**config.mk**
```make
export PLATFORM = sky130hd
export DESIGN_NAME = mgmt_irq_ctrl
export DESIGN_NICKNAME = d
export VERILOG_FILES = /design/src/rtl/mgmt_irq_ctrl.sv
export SDC_FILE = /design/constraint.sdc
export NUM_CORES = 1
export LEC_CHECK = 0
export BUFFER_PORTS_ARGS = -buffer_cell sky130_fd_sc_hd__clkbuf_2
export CAP_MARGIN = 20
export CORE_MARGIN = 2
export CORE_UTILIZATION = 30
export DETAILED_ROUTE_END_ITERATION = 10
export GPL_ROUTABILITY_DRIVEN = 0
export HOLD_SLACK_MARGIN = 0.1
export PLACE_DENSITY = 0.65
export SKIP_CTS_REPAIR_TIMING = 1
export SYNTH_ARGS = -nofsm -noshare
export SYNTH_HDL_FRONTEND = slang
export SYNTH_SLANG_ARGS = --single-unit
```
**constraint.sdc**
```tcl
create_clock -name wb_clk_i -period 1.3 [get_ports wb_clk_i]
set_input_delay 0.13 -clock wb_clk_i [delete_from_list [all_inputs] [get_ports wb_clk_i]]
set_output_delay 0.13 -clock wb_clk_i [all_outputs]
set_load 0.02 [all_outputs]
```
**src/rtl/mgmt_irq_ctrl.sv**
```systemverilog
// mgmt_irq_ctrl: interrupt controller for the management CPU.
// Synchronises external sources, latches edge/level pending bits, masks them
// with ENABLE, picks the lowest enabled pending index and exposes it to the CPU
// as a registered irq line plus claim ID. Serviced over a Wishbone slave port.
module mgmt_irq_ctrl #(
  parameter int NUM_IRQ     = 8,
  parameter int SYNC_STAGES = 2
) (
  input  logic               wb_clk_i,
  input  logic               wb_rst_i,
  input  logic               wbs_cyc_i,
  input  logic               wbs_stb_i,
  input  logic               wbs_we_i,
  input  logic [3:0]         wbs_sel_i,
  input  logic [4:0]         wbs_adr_i,
  input  logic [31:0]        wbs_dat_i,
  output logic [31:0]        wbs_dat_o,
  output logic               wbs_ack_o,
  input  logic [NUM_IRQ-1:0] irq_src_i,
  output logic               irq_o,
  output logic [4:0]         irq_id_o
);

  // Word addresses (byte offset >> 2)
  localparam logic [2:0] A_ENABLE  = 3'd0;
  localparam logic [2:0] A_EDGE    = 3'd1;
  localparam logic [2:0] A_PENDING = 3'd2;
  localparam logic [2:0] A_CLAIM   = 3'd3;
  localparam logic [2:0] A_STATUS  = 3'd4;

  // ---------------------------------------------------------------------------
  // Source synchronisation and edge history
  // ---------------------------------------------------------------------------
  logic [SYNC_STAGES-1:0][NUM_IRQ-1:0] r_sync;
  logic [NUM_IRQ-1:0]                  r_hist;
  logic [NUM_IRQ-1:0]                  w_s;
  logic [NUM_IRQ-1:0]                  w_rise;

  assign w_s    = r_sync[SYNC_STAGES-1];
  assign w_rise = w_s & ~r_hist;

  // Shift each source through the synchroniser, then keep one cycle of history
  always_ff @(posedge wb_clk_i) begin
    if (wb_rst_i) begin
      r_sync <= '0;
      r_hist <= '0;
    end else begin
      r_sync <= {r_sync[SYNC_STAGES-2:0], irq_src_i};
      r_hist <= w_s;
    end
  end

  // ---------------------------------------------------------------------------
  // Wishbone handshake
  // ---------------------------------------------------------------------------
  logic        r_ack;
  logic        w_acc;
  logic        w_wr;
  logic        w_rd;
  logic [2:0]  w_word;
  logic [31:0] w_bmask32;
  logic [NUM_IRQ-1:0] w_wmask;
  logic [NUM_IRQ-1:0] w_wdat;

  // The ack cycle is where the access takes effect; a dropped strobe cancels it.
  assign w_acc     = r_ack & wbs_cyc_i & wbs_stb_i;
  assign w_wr      = w_acc & wbs_we_i;
  assign w_rd      = w_acc & ~wbs_we_i;
  assign w_word    = wbs_adr_i[4:2];
  assign w_bmask32 = {{8{wbs_sel_i[3]}}, {8{wbs_sel_i[2]}},
                      {8{wbs_sel_i[1]}}, {8{wbs_sel_i[0]}}};
  assign w_wmask   = w_bmask32[NUM_IRQ-1:0];
  assign w_wdat    = wbs_dat_i[NUM_IRQ-1:0];

  // Registered ack; the ~r_ack term forces an idle cycle between acks
  always_ff @(posedge wb_clk_i) begin
    if (wb_rst_i) r_ack <= 1'b0;
    else          r_ack <= wbs_cyc_i & wbs_stb_i & ~r_ack;
  end

  assign wbs_ack_o = r_ack;

  // ---------------------------------------------------------------------------
  // Configuration registers
  // ---------------------------------------------------------------------------
  logic [NUM_IRQ-1:0] r_enable;
  logic [NUM_IRQ-1:0] r_edge;

  // ENABLE and EDGE writes merge only the selected bytes
  always_ff @(posedge wb_clk_i) begin
    if (wb_rst_i) begin
      r_enable <= '0;
      r_edge   <= '1;
    end else begin
      if (w_wr && w_word == A_ENABLE)
        r_enable <= (r_enable & ~w_wmask) | (w_wdat & w_wmask);
      if (w_wr && w_word == A_EDGE)
        r_edge <= (r_edge & ~w_wmask) | (w_wdat & w_wmask);
    end
  end

  // ---------------------------------------------------------------------------
  // Pending bits
  // ---------------------------------------------------------------------------
  logic [NUM_IRQ-1:0] r_pend;
  logic [NUM_IRQ-1:0] w_act;
  logic [NUM_IRQ-1:0] w_w1c;
  logic [NUM_IRQ-1:0] w_claim_clr;
  logic [NUM_IRQ-1:0] w_clr;
  logic               r_irq;
  logic [4:0]         r_id;

  assign w_act = r_pend & r_enable;
  assign w_w1c = (w_wr && w_word == A_PENDING) ? (w_wmask & w_wdat) : '0;

  // A claim clears the bit it reports, taken from the registered id
  always_comb begin
    w_claim_clr = '0;
    if (w_rd && w_word == A_CLAIM && r_irq) begin
      for (int i = 0; i < NUM_IRQ; i++)
        w_claim_clr[i] = (r_id == 5'(i));
    end
  end

  // Clears only touch edge-mode bits; level bits just follow the source
  assign w_clr = (w_w1c | w_claim_clr) & r_edge;

  // Edge bits: set beats clear so a coincident edge survives.
  // Level bits: load the synchroniser output, so PENDING equals the history flop.
  always_ff @(posedge wb_clk_i) begin
    if (wb_rst_i) r_pend <= '0;
    else          r_pend <= (r_edge & ((r_pend & ~w_clr) | w_rise)) |
                            (~r_edge & w_s);
  end

  // ---------------------------------------------------------------------------
  // Priority encode and CPU outputs
  // ---------------------------------------------------------------------------
  logic [4:0] w_id;

  // Lowest index wins: scan downward so the last hit is the smallest
  always_comb begin
    w_id = '0;
    for (int i = NUM_IRQ-1; i >= 0; i--)
      if (w_act[i]) w_id = 5'(i);
  end

  // Register irq/id so the CPU and claim reads see a stable pair
  always_ff @(posedge wb_clk_i) begin
    if (wb_rst_i) begin
      r_irq <= 1'b0;
      r_id  <= '0;
    end else begin
      r_irq <= |w_act;
      r_id  <= w_id;
    end
  end

  assign irq_o    = r_irq;
  assign irq_id_o = r_id;

  // ---------------------------------------------------------------------------
  // Read mux
  // ---------------------------------------------------------------------------
  logic [31:0] w_rdata;

  // Zero-extend NUM_IRQ-wide registers; unmapped words read zero
  always_comb begin
    w_rdata = '0;
    case (w_word)
      A_ENABLE:  w_rdata[NUM_IRQ-1:0] = r_enable;
      A_EDGE:    w_rdata[NUM_IRQ-1:0] = r_edge;
      A_PENDING: w_rdata[NUM_IRQ-1:0] = r_pend;
      A_CLAIM:   w_rdata = {r_irq, 26'b0, r_id};
      A_STATUS:  w_rdata[NUM_IRQ-1:0] = w_act;
      default:   w_rdata = '0;
    endcase
  end

  assign wbs_dat_o = (r_ack && !wbs_we_i) ? w_rdata : 32'h0;

  // Address low bits and write bits beyond NUM_IRQ are don't-care
  logic w_unused;
  assign w_unused = &{1'b0, wbs_adr_i[1:0], wbs_dat_i, w_bmask32};

endmodule
```
# Yosys cells after proc, flatten, opt, wreduce, memory -nomap -nowiden
# Index checks and enable logic that the tools add are counted.
[op_classes]
add_sub_neg = 0
multipliers = 0
n_div = 0
magnitude_cmp = 0
eq_ne = 11
n_shift = 0
muxes = 12
n_bitwise = 26
reduce_logical = 14
[ops]
columns = ["cell", "count"]
rows = [
  ["$and 8x8->8", 9],
  ["$or 8x8->8", 5],
  ["$pmux 8 s5", 1],
  ["$mux 32", 1],
  ["$not 8->8", 4],
  ["$mux 24", 1],
  ["$eq 5x3->1 const B", 4],
  ["$mux 8", 2],
  ["$reduce_or 8->1", 2],
  ["$mux 3", 4],
  ["$eq 5x2->1 const B", 2],
  ["$and 1x1->1", 6],
  ["$eq 3x2->1 const B", 2],
  ["$logic_and 1x1->1", 6],
  ["$eq 5x1->1 const B", 1],
  ["$logic_not 5->1", 1],
  ["$reduce_or 5->1", 1],
  ["$mux 2", 2],
  ["$eq 3x1->1 const B", 1],
  ["$eq 3x3->1 const B", 1],
  ["$logic_not 3->1", 1],
  ["$reduce_or 3->1", 1],
  ["$not 1->1", 2],
  ["$reduce_or 2->1", 1],
  ["2 further kinds", 2],
]
[word_totals]
regBits = 55
latchBits = 0
ram_bits = 0
rom_bits = 0
output_inout_bits = 39
word_cells = 75
n_memories = 0

# Longest topological paths before layout
# Gate-level depths: netlist of the first run.
[depth]
word_depth = 13
depth_mapped = 6
depth_no_buf = 4

# Least setup slack after synthesis of the first run
# No wires, ideal clock.
[synth_timing]
kind = "register to output"
startpoint = "register r_ack (netlist: wbs_ack_o)"
endpoint = "output port wbs_dat_o[1]"
arrival_time_ps = 1506
path_slack_ps = -336
path_stages_with_launch = 4
n_path_buf = 0
cell_sequence = "dfxtp_1 nor2b_1 o21ai_1 nor3b_1"
[synth_via]
elab_chain_cells = 2
[synth_rtl]
columns = ["item", "line", "rtl"]
rows = [
  ["from (decl)", "56", "logic r_ack;"],
  ["from (signal assigned)", "78", "else r_ack <= wbs_cyc_i & wbs_stb_i & ~r_ack;"],
  ["$logic_and 1x1->1", "180", "assign wbs_dat_o = (r_ack && !wbs_we_i) ? w_rdata : 32'h0;"],
  ["$mux 32", "180", ""],
  ["to (decl)", "17", "output logic [31:0] wbs_dat_o,"],
]
# Every way passes these cells.

# Worst setup path after layout of the first run
[layout_timing]
startpoint = "register r_pend[5]"
endpoint = "output port wbs_dat_o[5]"
[layout_via]
elab_chain_cells = 3
[layout_rtl]
columns = ["item", "line", "rtl"]
rows = [
  ["from (decl)", "105", "logic [NUM_IRQ-1:0] r_pend;"],
  ["from (signal assigned)", "132", "else r_pend <= (r_edge & ((r_pend & ~w_clr) | w_rise)) |"],
  ["$and 8x8->8", "113", "assign w_act = r_pend & r_enable;"],
  ["$pmux 8 s5 (*)", "170", "case (w_word)"],
  ["$mux 32 (*)", "180", ""],
]
# Every way passes the cells marked *; elsewhere a longest branch is shown, timed or not.

==> impl_metrics.env, run 1 <==
export IMPL_violations_in_the_final_reports="setup timing"
export IMPL_worstPathMaxFanout=4
export IMPL_ctsHtreeMaxLevel=2
export IMPL_detailedPlacementHpwl_microns=4120
export IMPL_vdd_ir_drop_worst_uv=440
export IMPL_synthesis_instances=264
export IMPL_clock_insertion_delay_worst_skew_ns=0.31
export IMPL_wirelength_microns=5830
export IMPL_grt_overflow=0
export IMPL_layout_drive_gt1_share_pct=35.0
export IMPL_tritoncts="done"
export IMPL_synth_yosys_seq_area_share_pct=42.6
export IMPL_yosys_cell_types_count=42
export IMPL_mean_area_per_synthesized_cell_sq_um=9.43
export IMPL_synth_seq_cells=53
export IMPL_area_growth_pct=38.5
export IMPL_cp_end_kind="output port"
export IMPL_post_place_cells=428
export IMPL_final_antenna_net_count=0
export IMPL_grt_setup_unrepaired="yes"
export IMPL_nets=407
export IMPL_achievable_frequency_mhz=634
export IMPL_die_x_microns=95.1
export IMPL_instances_no_fill=459
export IMPL_sw_frac_of_total_pct=26.3
export IMPL_p_seq_share_pct=55.1
export IMPL_period_share_pct=121
export IMPL_final_min_clock_period_ns=1.58
export IMPL_clock_root_buffer_master="sky130_fd_sc_hd__clkbuf_8"
export IMPL_timing_final_ws_setup_ns=-0.278
export IMPL_slew_viol_final=0
export IMPL_grt_pass1_vias=1825
export IMPL_setup_worst_path_start_class="flop"
export IMPL_synth_yosys_warnings=0
export IMPL_commonest_non_fill_non_tap_cells_in_the_layout="43 x sky130_fd_sc_hd__dfxtp_1, 39 x sky130_fd_sc_hd__buf_4, 34 x sky130_fd_sc_hd__nand2_1"
export IMPL_die_height_microns=95.1
export IMPL_power_frac_clock_pct=31.1
export IMPL_global_route_usage_total_pct=12.6
export IMPL_detailedRoute_firstIterationViolations=86
export IMPL_timing_critical_path_required_ns=1.17
export IMPL_finalHoldViolCount=0
export IMPL_critPathArrivalTime_ns=1.45
export IMPL_antenna_diode_count=0
export IMPL_port_buffers=38
export IMPL_design_portCount=93
export IMPL_clock_sink_count=53
export IMPL_pin_count_of_the_biggest_net_entering_global_routing=27
export IMPL_antenna_found_initial=0
export IMPL_totalNegativeSetupSlack_ns=-2.27
export IMPL_timing_clock_skew_ns=0.0112
export IMPL_final_common_cell="sky130_fd_sc_hd__dfxtp_1"
export IMPL_p_sw_uw=807
export IMPL_final_fill_count=817
export IMPL_routed_wire_length_per_instance_microns=12.7
export IMPL_design_core_area_sq_um=8130
export IMPL_p_leak_nw=1.44
export IMPL_clock_tree_buffer_depth=2
export IMPL_synth_cell_area_sq_um=2490
export IMPL_core_rowCount=33
export IMPL_vias_per_cell=4.53
export IMPL_hold_path_class="input pin to flop"
export IMPL_drc=0
export IMPL_fp_dieArea_sq_um=9040
export IMPL_tritoncts_num_buffers=5
export IMPL_internal_power_mw=2.25
export IMPL_worst_setup_hold_path_clk_slew_ns=0.10
export IMPL_drv_max_cap_violation_count=0
export IMPL_result_of_the_run="finished with violations"
export IMPL_powerDensity_nw_per_um2=888
export IMPL_setup_violations=21
export IMPL_power_combinational_fraction_pct=13.8
export IMPL_detailedRoute_firstPassIterationCount=4
export IMPL_criticalPathCategory="flop to output port"
export IMPL_num_vias=2081
export IMPL_initial_core_util_pct=30.6
export IMPL_grt_pass1_wl_microns=8830
[layer usage]
layer / vias to the layer above / wire length [microns] / global-route usage, %
li1: 1056 / - / -
met1: 954 / 2780 / 16.8
met2: 64 / 2700 / 19.8
met3: 7 / 274 / 2.85
met4: 0 / 66 / 4.71
met5: - / 0 / 0
[synth_stat cells (all sizes together)]
| library cell | instances | area, sq um |
|---|---|---|
| a211o | 16 | 140 |
| a21oi | 1 | 5.00 |
| a222oi | 1 | 10.0 |
| a22oi | 2 | 15.0 |
| a2bb2oi | 5 | 43.8 |
| a31oi | 3 | 18.8 |
| a32o | 1 | 10.0 |
| a32oi | 5 | 43.8 |
| a41oi | 1 | 8.76 |
| and2 | 1 | 6.26 |
| and3 | 4 | 25.0 |
| and3b | 1 | 8.76 |
| buf | 30 | 230 |
| clkbuf | 4 | 15.0 |
| conb | 1 | 3.75 |
| dfxtp | 53 | 1060 |
| inv | 3 | 13.8 |
| mux2i | 9 | 90.1 |
| mux4 | 2 | 45.0 |
| nand2 | 34 | 128 |
| nand2b | 6 | 45.0 |
| nand3 | 2 | 10.0 |
| nand3b | 1 | 7.51 |
| nand4 | 3 | 40.0 |
| nor2 | 16 | 60.1 |
| nor2b | 34 | 213 |
| nor3 | 2 | 10.0 |
| nor3b | 3 | 22.5 |
| nor4 | 3 | 33.8 |
| nor4b | 5 | 58.8 |
| o21ai | 11 | 55.1 |
| or4 | 1 | 11.3 |
[stage by stage]
step           worst slack (ns)  instance area, sq um  hold WS (ns)  power [mW]  utilization [%]
6_report                 -0.278                  3450         0.139        3.06             42.4
5_1_grt                  -0.349                  3450         0.170        3.20             42.4
4_1_cts                  -0.370                  3030        0.0171        3.02             37.3
3_5_place_dp             -0.212                  2940         0.346        2.07             36.1
3_3_place_gp             -0.117                  2940         0.340        2.06             36.1
2_1_floorplan           -0.0290                  2610         0.213        1.99                -
[worst paths after layout]
| path | from | endpoint | slack, ns | depth (start not counted) |
|---|---|---|---|---|
| setup reg to reg | wbs_ack_o$_SDFF_PP0_ | r_pend[6]$_SDFF_PP0_ | -0.07 | 5 |
| hold reg to reg | r_sync[2]$_SDFF_PP0_ | w_s[2]$_SDFF_PP0_ | 0.44 | 1 |
| setup / recovery | r_pend[5]$_SDFF_PP0_ | wbs_dat_o[5] | -0.28 | 5 |
| hold / removal | wb_rst_i | w_s[2]$_SDFF_PP0_ | 0.14 | 2 |
[worst max-delay path, stage by stage (launching register included)]
cell                        delay [ns]
sky130_fd_sc_hd__dfxtp_4          0.38
sky130_fd_sc_hd__nand2b_4         0.14
sky130_fd_sc_hd__a32oi_2          0.19
sky130_fd_sc_hd__a2bb2oi_1        0.21
sky130_fd_sc_hd__nor2_1           0.07
sky130_fd_sc_hd__buf_4            0.16
[cells by family after synthesis]
group | Yosys count | share of synthesized area, %
AND/OR/NAND/NOR | 116 | 27.3
flip-flops | 53 | 42.6
AO/OA/AOI/OAI | 46 | 14.1
buffers and inverters | 37 | 10.4
multiplexers | 11 | 5.43
other | 1 | 0.151
[cell type report]
cell class / count / area [sq um] / area share (%)
Clock buffer: 5 / 68.8 / 2.00
Clock inverter: 3 / 25.0 / 0.726
Inverter: 3 / 13.8 / 0.399
Multi-Input combinational cell: 198 / 1410 / 40.8
Sequential cell: 53 / 1080 / 31.4
Tap cell: 105 / 131 / 3.81
Timing Repair Buffer: 92 / 719 / 20.9
[power by group through the flow]
stage          sequential, mW  clock [mW]  combinational [mW]
5_1_grt                  1.69        1.04               0.465
3_5_place_dp             1.73           0               0.343
6_report                 1.69       0.951               0.423
4_1_cts                  1.69       0.990               0.344
2_1_floorplan            1.72           0               0.265
3_3_place_gp             1.72           0               0.340
No activity file was read; power rests on OpenSTA's default activity.
==> run 2, diff against run 1 <==
GPL_ROUTABILITY_DRIVEN = unset   (was 0)
SETUP_SLACK_MARGIN = 0.05   (was unset)
==> run 2 against run 1 <==
  * Largest power group unchanged
  * The flow still finishes with violations (setup timing)
  * Global-route usage barely moved
  * Count of clock-buffer cells in the layout up 3
  * Via count is 1.1% higher
  * Flip-flop and latch count unchanged
  * Final cell count shrank 1.1%
  * Non-clock buffer count decreased by 5
  * Highest routed layer unchanged
  * Hold slack gained 0.11 ns
  * Utilization down 0.94 points
  * Clock power shrank 8.6%
  * Power is 3.3% lower
==> impl_metrics.env, run 2 (synthesis gave the netlist of run 1 again) <==
export IMPL_final_antenna_net_count=0
export IMPL_timing_critical_path_required_ns=1.17
export IMPL_pin_count_of_the_biggest_net_entering_global_routing=33
export IMPL_wirelength_microns=5840
export IMPL_clock_sink_count=53
export IMPL_critPathArrivalTime_ns=1.46
export IMPL_tritoncts_num_buffers=5
export IMPL_period_share_pct=122
export IMPL_setup_violations=33
export IMPL_nets=402
export IMPL_p_seq_share_pct=57.0
export IMPL_detailedRoute_firstPassIterationCount=6
export IMPL_final_min_clock_period_ns=1.59
export IMPL_drc=0
export IMPL_initial_core_util_pct=30.6
export IMPL_area_growth_pct=35.4
export IMPL_power_frac_clock_pct=29.4
export IMPL_commonest_non_fill_non_tap_cells_in_the_layout="43 x sky130_fd_sc_hd__dfxtp_1, 33 x sky130_fd_sc_hd__nand2_1, 31 x sky130_fd_sc_hd__buf_4"
export IMPL_fp_dieArea_sq_um=9040
export IMPL_finalHoldViolCount=0
export IMPL_p_total_mw=2.96
export IMPL_core_rowCount=33
export IMPL_port_buffers=38
export IMPL_met2_length_microns=2760
export IMPL_vdd_ir_drop_worst_uv=390
export IMPL_num_vias=2103
export IMPL_slew_viol_final=0
export IMPL_crit_path_cell_trace="nand2b_1, a32oi_1, a2bb2oi_1, nor2_1, buf_2"
export IMPL_final_fill_count=810
export IMPL_grt_overflow=0
export IMPL_tritoncts="done"
export IMPL_internal_power_mw=2.23
export IMPL_routed_wire_length_per_instance_microns=12.9
export IMPL_result_of_the_run="finished with violations"
export IMPL_topRoutingLayerUsed="met4"
export IMPL_timing_final_ws_setup_ns=-0.286
export IMPL_placement_setup_worst_slack_ns=-0.145
export IMPL_critPathMaxStageDelay_ns=0.35
export IMPL_hold_path_class="input pin to flop"
export IMPL_cp_slowest_cell="sky130_fd_sc_hd__dfxtp_2"
export IMPL_grt_pass1_wl_microns=8990
export IMPL_antenna_diode_count=0
export IMPL_ctsHtreeMaxLevel=2
export IMPL_p_leak_nw=1.44
export IMPL_final_common_cell="sky130_fd_sc_hd__dfxtp_1"
export IMPL_die_height_microns=95.1
export IMPL_layout_drive_gt1_share_pct=33.0
export IMPL_wl_met3_microns=387
export IMPL_clock_insertion_delay_worst_skew_ns=0.30
export IMPL_global_route_usage_total_pct=12.6
export IMPL_drv_max_cap_violation_count=0
export IMPL_sw_frac_of_total_pct=24.5
export IMPL_grt_setup_unrepaired="yes"
export IMPL_die_x_microns=95.1
export IMPL_cp_end_kind="output port"
export IMPL_violations_in_the_final_reports="setup timing"
export IMPL_timing_clock_skew_ns=0.0106
export IMPL_grt_pass1_vias=1932
export IMPL_criticalPathCategory="flop to output port"
export IMPL_clock_tree_buffer_depth=2
export IMPL_setup_worst_path_start_class="flop"
export IMPL_clock_root_buffer_master="sky130_fd_sc_hd__clkbuf_8"
export IMPL_powerDensity_nw_per_um2=878
export IMPL_design_core_area_sq_um=8130
export IMPL_worstPathMaxFanout=5
export IMPL_vias_per_cell=4.63
export IMPL_design_portCount=93
export IMPL_detailedPlacementHpwl_microns=4160
export IMPL_achievable_frequency_mhz=631
export IMPL_routabilityCongestion=0.800
export IMPL_met1_length_microns=2560
export IMPL_critical_path_top_delay_family="compound AO/OA/AOI/OAI gates"
export IMPL_worstPathBufferInverterCount=1
export IMPL_power_combinational_fraction_pct=13.6
export IMPL_detailedRoute_firstIterationViolations=128
export IMPL_worst_setup_hold_path_clk_slew_ns=0.09
export IMPL_p_sw_uw=726
export IMPL_antenna_found_initial=0
-- run 2: stage by stage --
step	cells	util, %	hold slack [ns]	area, sq um	TNS, ns
after global placement	425	36.1	0.346	2940	-1.75
after detailed placement	425	36.1	0.344	2940	-2.06
after global routing	454	41.4	0.266	3370	-5.31
after floorplan	288	-	0.213	2630	-0.250
final	454	41.4	0.248	3370	-3.50
after CTS	433	37.1	0.0305	3020	-3.27
-- run 2: metal layers --
| metal | track usage [%] | vias to the layer above |
|---|---|---|
| li1 | - | 1051 |
| met1 | 16.1 | 951 |
| met2 | 20.7 | 90 |
| met3 | 2.69 | 11 |
| met4 | 5.19 | 0 |
| met5 | 0 | - |
-- run 2: final timing paths --
check             cells past startpoint  slack, ns                 start                end
setup / recovery                      5      -0.29  r_pend[7]$_SDFF_PP0_       wbs_dat_o[7]
hold / removal                        2       0.25              wb_rst_i               flop
setup reg to reg                      5      -0.13  wbs_ack_o$_SDFF_PP0_               flop
hold reg to reg                       1       0.44  r_sync[5]$_SDFF_PP0_  w_s[5]$_SDFF_PP0_
-- run 2: layout make-up --
type | count | area, sq um | share of cell area [%]
clock buffers | 8 | 80.1 | 2.38
multi-input cells | 198 | 1380 | 41.1
well taps | 105 | 131 | 3.90
inverters | 3 | 13.8 | 0.408
repair buffers | 87 | 681 | 20.2
flip-flops and latches | 53 | 1080 | 32.1
-- run 2: power groups by stage --
stage	Sequential (mW)	Combinational, mW	Clock (mW)
global route	1.69	0.442	0.976
finish	1.69	0.403	0.869
detailed placement	1.72	0.337	0
global placement	1.72	0.334	0
floorplan	1.72	0.269	0
CTS	1.69	0.338	0.909
